--- config.mk ---
export PLATFORM = sky130hd
export DESIGN_NAME = team_06_pwm_dac
export DESIGN_NICKNAME = d
export VERILOG_FILES = /design/src/rtl/team_06_pwm_dac.sv
export SDC_FILE = /design/constraint.sdc
export NUM_CORES = 1
export LEC_CHECK = 0
export CELL_PAD_IN_SITES_DETAIL_PLACEMENT = 0
export CELL_PAD_IN_SITES_GLOBAL_PLACEMENT = 1
export CORE_AREA = 5 5 67 69
export CTS_CLUSTER_DIAMETER = 100
export CTS_CLUSTER_SIZE = 20
export DETAILED_ROUTE_END_ITERATION = 10
export DIE_AREA = 0 0 72 74
export HOLD_SLACK_MARGIN = 0.15
export PLACE_DENSITY = 0.83
export SETUP_SLACK_MARGIN = 0.2
export SLEW_MARGIN = 10
export SYNTH_ARGS = -nofsm -noshare
export SYNTH_HDL_FRONTEND = slang
export SYNTH_SLANG_ARGS = --single-unit
--- constraint.sdc ---
create_clock -name clkdiv -period 2.8 [get_ports clkdiv]
set_input_delay 0.28 -clock clkdiv [delete_from_list [all_inputs] [get_ports clkdiv]]
set_output_delay 0.28 -clock clkdiv [all_outputs]
set_load 0.02 [all_outputs]
--- src/rtl/team_06_pwm_dac.sv ---
// 8-bit PWM audio DAC with a 255-cycle period, double-buffered duty sample,
// graceful stop at end of period and a sticky underrun flag.
module team_06_pwm_dac #(
    parameter logic IDLE_LEVEL = 1'b0
) (
    input  logic       clkdiv,
    input  logic       nrst,
    input  logic [7:0] audio_in,
    input  logic       sample_valid,
    input  logic       en,
    input  logic       clr_underrun,
    output logic       pwm_out,
    output logic       sample_req,
    output logic       underrun
);

    typedef enum logic [1:0] {
        IDLE,
        RUN,
        STOP
    } state_t;

    localparam logic [7:0] CNT_LAST = 8'd254;

    state_t     state;
    state_t     state_nxt;
    logic [7:0] cnt;
    logic [7:0] cnt_nxt;
    logic [7:0] duty;
    logic [7:0] duty_nxt;
    logic [7:0] shadow;
    logic       shadow_full;
    logic       shadow_full_nxt;
    logic       period_start;
    logic       underrun_set;

    // Next-state and period-start decode; a period that ends with en=0
    // returns to IDLE instead of starting a new period.
    always_comb begin
        state_nxt    = state;
        cnt_nxt      = cnt;
        period_start = 1'b0;
        case (state)
            IDLE: begin
                cnt_nxt = '0;
                if (en) begin
                    state_nxt    = RUN;
                    period_start = 1'b1;
                end
            end
            RUN, STOP: begin
                if (cnt == CNT_LAST) begin
                    cnt_nxt = '0;
                    if (en) begin
                        state_nxt    = RUN;
                        period_start = 1'b1;
                    end else begin
                        state_nxt = IDLE;
                    end
                end else begin
                    cnt_nxt   = cnt + 8'd1;
                    state_nxt = en ? RUN : STOP;
                end
            end
            default: begin
                state_nxt = IDLE;
                cnt_nxt   = '0;
            end
        endcase
    end

    // Duty hand-over: the shadow is consumed before any same-edge sample
    // refills it, so a coincident sample waits for the following period.
    always_comb begin
        duty_nxt        = duty;
        shadow_full_nxt = shadow_full;
        underrun_set    = 1'b0;
        if (period_start) begin
            if (shadow_full) begin
                duty_nxt        = shadow;
                shadow_full_nxt = 1'b0;
            end else if (state == IDLE) begin
                duty_nxt = '0;
            end else begin
                underrun_set = 1'b1;
            end
        end
        if (sample_valid) begin
            shadow_full_nxt = 1'b1;
        end
    end

    // pwm_out is computed from next-cycle cnt/duty so the register matches
    // (cnt < duty) in the cycle it is visible.
    always_ff @(posedge clkdiv or negedge nrst) begin
        if (!nrst) begin
            state       <= IDLE;
            cnt         <= '0;
            duty        <= '0;
            shadow      <= '0;
            shadow_full <= 1'b0;
            pwm_out     <= IDLE_LEVEL;
            sample_req  <= 1'b0;
            underrun    <= 1'b0;
        end else begin
            state       <= state_nxt;
            cnt         <= cnt_nxt;
            duty        <= duty_nxt;
            shadow_full <= shadow_full_nxt;
            if (sample_valid) begin
                shadow <= audio_in;
            end
            sample_req <= period_start;
            pwm_out    <= (state_nxt == IDLE) ? IDLE_LEVEL : (cnt_nxt < duty_nxt);
            underrun   <= underrun_set | (underrun & ~clr_underrun);
        end
    end

endmodule

# After elaboration in Yosys (flattened, before gate mapping)
# Index checks and enable logic that the tools add are counted.
# word_totals
register_bits,30
inputBits,13
output_inout_bits,3
elab_cells,39
# classes
bitwise,3
magnitude_cmp,1
addsub,1
eq_ne,3
n_mux,19
n_reduce_logical,4
# op_table
cell,n
$mux W8,5
$mux W1,9
$add A8 B1 Y8 const B,1
$eq A8 B8 Y1 const B,1
$lt A8 B8 Y1,1
$mux W2,3
$logic_not A2 Y1,2
$pmux W2 S2,1
$eq A2 B1 Y1 const B,1
$eq A2 B2 Y1 const B,1
$pmux W1 S2,1
$reduce_bool A2 Y1,1
$reduce_or A2 Y1,1
$and A1 B1 Y1,1
$not A1 Y1,1
$or A1 B1 Y1,1

# Depth between registers and ports, before layout
# Gate-level depths: netlist (run 1).
# logic_depth
depth_word,6
ltp_mapped,13
depth_no_buf,11

# Least setup slack after synthesis (run 1)
# Ideal clock, no wire load.
# synth_path
path_type,register to register
start,register cnt[0]
end,register pwm_out
path_buffers,2
t_arrival_ns,2.666
path_stages_with_launch,14
period_less_slack_ns,2.765
slack_ns,0.035
cell_sequence,dfrtp_1 inv_1 ha_1 nand3_1 o2bb2a_4 or3_1 buf_2 buf_6 a22oi_1 ha_1 a21oi_1 o21ai_0 a2111o_1 a311oi_1
# synth_between
elab_chain_len,6
word_cells_on_any_way,12
# synth_rtl
element,line,rtl
"start, declared",27,logic [7:0] cnt;
"start signal, assigned",107,cnt <= cnt_nxt;
"parallel branches: the longest is 5 deep, another holds $add A8 B1 Y8",--,
$mux W1 *,114,pwm_out <= (state_nxt == IDLE) ? IDLE_LEVEL : (cnt_nxt < duty_nxt);
"end signal, assigned",114,
"end, declared",12,"output logic pwm_out,"
# Mark *: on every way between the ends.
# A chain may end at the register's enable or synchronous reset.

# Worst setup path in the final report (run 1)
# layout_path
start,register state[0]
end,register pwm_out
# layout_between
elab_chain_len,6
word_cells_on_any_way,14
# layout_rtl
element,line,rtl
"start, declared",25,state_t state;
"start signal, assigned",106,state <= state_nxt;
$eq A2 B1 Y1 (tied with other cells),43,case (state)
$reduce_or A2 Y1 / $mux W8 (equally long branches),"43, 82",
$pmux W1 S2 / $mux W8 (equally long branches),"43, 79",
$mux W8,78,if (period_start) begin
$lt A8 B8 Y1,114,
$mux W1 *,114,
# Mark *: on every way between the ends. The rest lies on a longest branch, timed or not.

==> results of run 1 <==
## area by class of cell
cell class / instances / area, µm² / share of cell area (%)
Multi-Input combinational cell: 88 / 762 / 37.0
Sequential cell: 30 / 751 / 36.4
Timing Repair Buffer: 40 / 380 / 18.4
Clock buffer: 7 / 76.3 / 3.70
Tap cell: 50 / 62.6 / 3.03
Inverter: 8 / 30.0 / 1.46
## power groups by stage
stage | Sequential (mW) | Combinational (mW) | Clock, mW
6_report | 0.620 | 0.869 | 0.320
3_5_place_dp | 0.624 | 0.646 | 0
2_1_floorplan | 0.616 | 0.429 | 0
4_1_cts | 0.617 | 0.778 | 0.333
5_1_grt | 0.633 | 0.949 | 0.357
3_3_place_gp | 0.618 | 0.615 | 0
## cell usage after synthesis, drive strengths merged, types with 4 or more instances
library cell	instances	area share (%)
nor2	9	2.3
inv	8	2.0
ha	11	9.3
a21oi	4	1.3
o21ai	4	1.3
mux2	8	6.1
a22oi	7	3.5
dfrtp	30	51
nand2	8	2.0
nand3	4	1.3
a22o	8	4.7
## sequential cells by signal (all words and copies together) (netlist names)
name	cells
shadow	8
duty	8
shadow_full	1
underrun	1
cnt	8
pwm_out	1
sample_req	1
state	2
## routing by layer
metal	vias up	routed length, µm
met5	-	0
met4	0	131
met3	13	194
met2	44	1750
met1	576	1350
li1	558	-
## critical path: stages (launching register included)
cell	delay [ns]
dfrtp_1	0.41
inv_2	0.08
ha_4	0.20
o211ai_1	0.20
buf_4	0.17
nor3_2	0.04
buf_4	0.15
buf_12	0.13
a22oi_2	0.18
ha_1	0.29
a21oi_2	0.19
nor2b_1	0.20
a21boi_2	0.08
a311oi_2	0.25
## what timing repair did
action	CTS	global route
pin swaps	9	11
hold buffers	0	0
setup endpoints to repair	1	1
buffers inserted	9	6
resized for setup	14	4
cloned	0	1
## through the flow
stage | utilization [%] | setup WS (ns) | setup TNS [ns]
floorplan | - | 0.0638 | 0
finish | 53.5 | 0.137 | 0
global placement | 45.9 | 0.0101 | 0
CTS | 51.2 | 0.134 | 0
global route | 53.5 | 0.0259 | 0
detailed placement | 45.9 | -0.0885 | -0.0885
## cells by family after synthesis
kind of cell,count (synthesis)
AOI/OAI and AO/OA,35
xor gates and xnor gates,5
adders and majority gates,11
buffers and inverters,12
DFF,30
muxes,8
and+or+nand+nor,29
## how the worst min path moves through the flow
| stage | from | to | slack, ns | depth (start not counted) |
|---|---|---|---|---|
| 6_report | nrst | underrun | 0.38 | 2 |
| 5_1_grt | nrst | underrun | 0.41 | 2 |
| 4_1_cts | nrst | underrun | 0.39 | 2 |
| 3_5_place_dp | duty[1] | duty[1] | 0.48 | 1 |
| 3_3_place_gp | duty[4] | duty[4] | 0.48 | 1 |
| 2_1_floorplan | nrst | cnt[0] | -0.02 | 0 |
==> summary.txt, run 1 <==
Status
  • Status: finished clean

Power
  • Pwr Total: 1.81 mW
  • Comb power frac: 48.0%
  • Sw frac: 34.8%
  • Maximum VDD drop: 0.000491 V
  • Clock Power Share: 17.7%
  • Seq pwr share: 34.3%
  • Int Power: 1.18 mW
  • Sw Pwr: 629 µW
  • PD cells: 877 nW/µm²
  • Lkg Pwr: 0.920 nW

Place
  • Post-DP HPWL: 2300 µm
  • Placed Instances: 200
  • Final Wtd Congestion: 0.792
  • Post-DP Area: 1770 µm²
  • Port Buf Inserts: 15

Yosys
  • Post-synthesis mux area share: 6.07%
  • Post-Syn Instances: 130
  • Cell Area, Synth: 1490 µm²
  • Syn Area/Cell: 11.4 µm²
  • Largest family of logic cells by synthesized area: compound AO/OA/AOI/OAI gates
  • Post-synth top flop: dfrtp_1
  • XOR/XNOR Fraction of Synth Area: 2.95%
  • Syn Nets: 154
  • Number of synthesized flops with an enable pin: 0
  • Compound-Gate Fraction of Synth Area: 18.2%
  • #FFs+latches synth: 30
  • Simple-gate portion of the synthesized area: 9.27%
  • Ys Warns: 0
  • Register area share after synthesis: 50.5%
  • Fraction of registers with async set/reset: 100%
  • Adder-cell share of the synthesized area: 9.27%
  • Netlist cell types: 30

Global route
  • Largest net degree at the start of global routing: 31
  • Global route overflow: 0
  • First-pass GRT wire length: 5620 µm
  • Grt met2 use: 24.3%
  • Global Route met3 Usage: 5.41%
  • GR peak layer: met2
  • Initial antenna violation count: 0
  • Total GRT Usage: 14.2%
  • Vias in the first global route: 1185
  • Grt met1 use: 15.7%

Floorplanning
  • Core Rows: 23
  • Core area: 3860 µm²
  • Die Wd: 72 µm
  • Area of the die: 5330 µm²
  • Chip height: 74 µm
  • Initial Utilization: 38.5%
  • # IOs: 16

Clocking
  • TritonCTS clock tree: yes
  • Inserted Clock Buffers: 5
  • Clock Path Buffers: 2
  • Root Buffer: clkbuf_8
  • Clock sinks: 30
  • Reg clk slew, reported paths: 0.06 ns
  • Worst skew pair latency: 0.28 ns
  • H-tree levels: 2

STA
  • Period minus WS final: 2.66 ns
  • Final Cycle Share: 95.1%
  • WHS: 0.381 ns
  • Max Slew Vio Count: 0
  • RSZ-0062 raised after global routing: yes
  • Final setup viols: 0
  • Rel. slew slack: 68.7%
  • Worst Max-Slew Pin Slew: 0.466 ns
  • Final Hold Viols: 0
  • Worst Clk Skew: 0.00789 ns
  • F_max: 376 MHz

Critical path
  • Worst-path maximum fanout: 6
  • Critical Path RT: 2.98 ns
  • Startpoint Class: register
  • Critical path type: reg -> reg
  • FF-to-FF setup slack: 0.14 ns
  • Worst Setup SP: state[0]
  • R2R depth: 13
  • Crit path capture: pwm_out
  • R2r endpoint: pwm_out
  • Worst path arrival time: 2.85 ns
  • Worst R2R Start: state[0]
  • CP Capture Type: register

Cells and area
  • Share of cells above drive strength 1: 32.4%
  • Most frequent cells in the layout: dfrtp_1, buf_4, clkdlybuf4s50_1
  • Filler Cells Inserted: 345
  • Commonest non-fill, non-tap cell in the layout: dfrtp_1
  • Antenna cells: 0
  • Fin cells: 223
  • Final Cell Area: 2060 µm²
  • Area growth, synth to finish: 38.8%
  • Final net count: 197

Route
  • # DRC: 0
  • First-pass DRT Iterations: 6
  • Total Wirelength: 3430 µm
  • Via density: 5.34
  • Iteration-0 DRC Markers: 53
  • Average routed wire per standard cell: 15.4 µm
  • Post-route ant nets: 0
  • Routed vias: 1191

Min path
  • Hold Path Class: in -> async

Job
  • Max Cap Viol: 0
Note: power is estimated with default switching activity, not from simulation.
==> run 2, diff against run 1 <==
--- a/config.mk
+++ b/config.mk
@@ -5,6 +5,7 @@
 export SDC_FILE = /design/constraint.sdc
 export NUM_CORES = 1
 export LEC_CHECK = 0
+export ABC_CLOCK_PERIOD_IN_PS = 2800
 export CELL_PAD_IN_SITES_DETAIL_PLACEMENT = 0
 export CELL_PAD_IN_SITES_GLOBAL_PLACEMENT = 1
 export CORE_AREA = 5 5 67 69
@@ -15,6 +16,7 @@
 export HOLD_SLACK_MARGIN = 0.15
 export PLACE_DENSITY = 0.83
 export SETUP_SLACK_MARGIN = 0.2
+export SKIP_CTS_REPAIR_TIMING = 1
 export SLEW_MARGIN = 10
 export SYNTH_ARGS = -nofsm -noshare
 export SYNTH_HDL_FRONTEND = slang
==> run 2 against run 1 <==
Against the previous run: final cell count fell by 4.0%; critical endpoint unchanged; power fell by 4.8%; global-route usage fell by 0.95 points; first-iteration DRC count fell by 57%; clock-buffer cell count did not move; sequential share of layout area rose by 1.9 points; largest cell class unchanged.
==> summary.txt, run 2 (synthesis results as in run 1) <==
Status
  • Status: finished clean

Cells and area
  • Most frequent cells in the layout: dfrtp_1, clkdlybuf4s50_1, buf_4
  • Final net count: 188 (-4.6%)
  • Area growth, synth to finish: 32.1%
  • Core Util, Final: 50.9% (-2.6 points)
  • Antenna cells: 0 (unchanged)
  • Commonest non-fill, non-tap cell in the layout: dfrtp_1
  • Share of cells above drive strength 1: 26.2% (-6.2 points)
  • Top flop regs: cnt (8), duty (8), shadow (8)
  • Fin cells: 214 (-4.0%)

Place
  • Port Buf Inserts: 15 (unchanged)
  • Placed Instances: 200 (unchanged)
  • Final Wtd Congestion: 0.792 (unchanged)
  • Post-place setup slack: -0.0885 ns (unchanged)
  • Post-DP HPWL: 2300 µm (unchanged)

Floorplanning
  • Die Wd: 72 µm (unchanged)
  • Chip height: 74 µm (unchanged)
  • Core Rows: 23 (unchanged)
  • Area of the die: 5330 µm² (unchanged)
  • # IOs: 16 (unchanged)
  • Core area: 3860 µm² (unchanged)
  • Initial Utilization: 38.5% (unchanged)

STA
  • Final setup viols: 0 (unchanged)
  • Worst Max-Slew Pin Slew: 0.423 ns (-0.0433 ns)
  • Period minus WS final: 2.69 ns (+0.0287 ns)
  • RSZ-0062 raised after global routing: yes
  • Setup WS post-layout: 0.108 ns (-0.0287 ns)
  • Final Cycle Share: 96.1% (+1.0 points)
  • Max Slew Vio Count: 0 (unchanged)
  • Final Hold Viols: 0 (unchanged)
  • Worst Clk Skew: 0.00893 ns (+0.00104 ns)
  • WHS: 0.370 ns (-0.0105 ns)
  • F_max: 372 MHz (-1.1%)
  • Rel. slew slack: 71.6% (+2.9 points)

Route
  • Average routed wire per standard cell: 15.3 µm (-0.47%)
  • Via density: 5.34 (about the same)
  • First-pass DRT Iterations: 4 (-2)
  • Routed vias: 1142 (-4.1%)
  • Total Wirelength: 3280 µm (-4.5%)
  • Post-route ant nets: 0 (unchanged)
  • Iteration-0 DRC Markers: 23 (-57%)
  • # DRC: 0 (unchanged)

Job
  • Max Cap Viol: 0 (unchanged)

Power
  • Maximum VDD drop: 0.000488 V (-0.74%)
  • PD cells: 878 nW/µm² (about the same)
  • Lkg Pwr: 0.868 nW (-5.7%)

Global route
  • Initial antenna violation count: 0 (unchanged)
  • Largest net degree at the start of global routing: 31 (unchanged)
  • Global route overflow: 0 (unchanged)
  • Total GRT Usage: 13.2% (-0.95 points)
  • First-pass GRT wire length: 5240 µm (-6.7%)
  • Vias in the first global route: 1120 (-5.5%)

Critical path
  • Buf+Inv Stages, Crit Path: 3 (-1)
  • Critical Path RT: 2.99 ns (about the same)
  • Crit path cell chain: inv_2 -> ha_4 -> nand3_4 -> o2bb2a_4 -> buf_6 -> nor3_4 -> buf_6 -> a22oi_2 -> ha_1 -> a21oi_1 -> o21ai_1 -> a2111o_1 -> a311oi_2
  • Delay-heaviest family, CP: compound AO/OA/AOI/OAI gates
  • CP Capture Type: register
  • CP most frequent cell: buf_6
  • Worst path arrival time: 2.88 ns (+0.03 ns)
  • Critical path type: reg -> reg
  • Slowest stage delay, CP: 0.40 ns (about the same)
  • CP max stage cell: dfrtp_1
  • Worst-path maximum fanout: 5 (-1)
  • Startpoint Class: register

Clocking
  • Clock Path Buffers: 2 (unchanged)
  • Root Buffer: clkbuf_8
  • TritonCTS clock tree: yes
  • Clock sinks: 30 (unchanged)
  • Reg clk slew, reported paths: 0.06 ns (about the same)
  • Inserted Clock Buffers: 5 (unchanged)
  • Worst skew pair latency: 0.28 ns (about the same)
  • H-tree levels: 2 (unchanged)

Min path
  • Hold Path Class: in -> async
==> run 2: cell type report <==
cell class,instances,area [µm²]
fillers,363,1890
clock buffers,7,76.3
multi-input cells,88,752
repair buffers,31,290
well taps,50,62.6
flip-flops and latches,30,751
inverters,8,30.0
==> run 2: power by group <==
part           leakage (nW)  switching, mW  total [mW]  internal, mW
Sequential            0.378         0.0763       0.618         0.541
Combinational         0.452          0.376       0.781         0.405
Clock                0.0383          0.153       0.323         0.171
Total                 0.868          0.605        1.72          1.12
==> run 2: metrics by stage <==
stage          power [mW]  setup TNS, ns  cell area [µm²]
2_1_floorplan        1.05              0             1500
3_3_place_gp         1.23              0             1770
3_5_place_dp         1.27        -0.0885             1770
4_1_cts              1.60        -0.0570             1850
5_1_grt              1.84        -0.0257             1960
6_report             1.72              0             1960
==> run 2: metal layers <==
layer	vias up	part of all wire [%]	global-route usage, %
li1	537	-	-
met1	577	43	15.3
met2	26	52	22.0
met3	2	4.9	5.54
met4	0	0.58	5.01
met5	-	0	0
==> run 2: final timing paths <==
check | to | slack, ns | depth (start not counted) | start
max | pwm_out | 0.11 | 13 | cnt[0]
min | underrun | 0.37 | 2 | nrst
max reg2reg | pwm_out | 0.11 | 13 | cnt[0]
min reg2reg | duty[3] | 0.50 | 1 | duty[3]
max in group asynchronous | duty[3] | 2.13 | 2 | nrst
min in group clkdiv | duty[3] | 0.50 | 1 | duty[3]
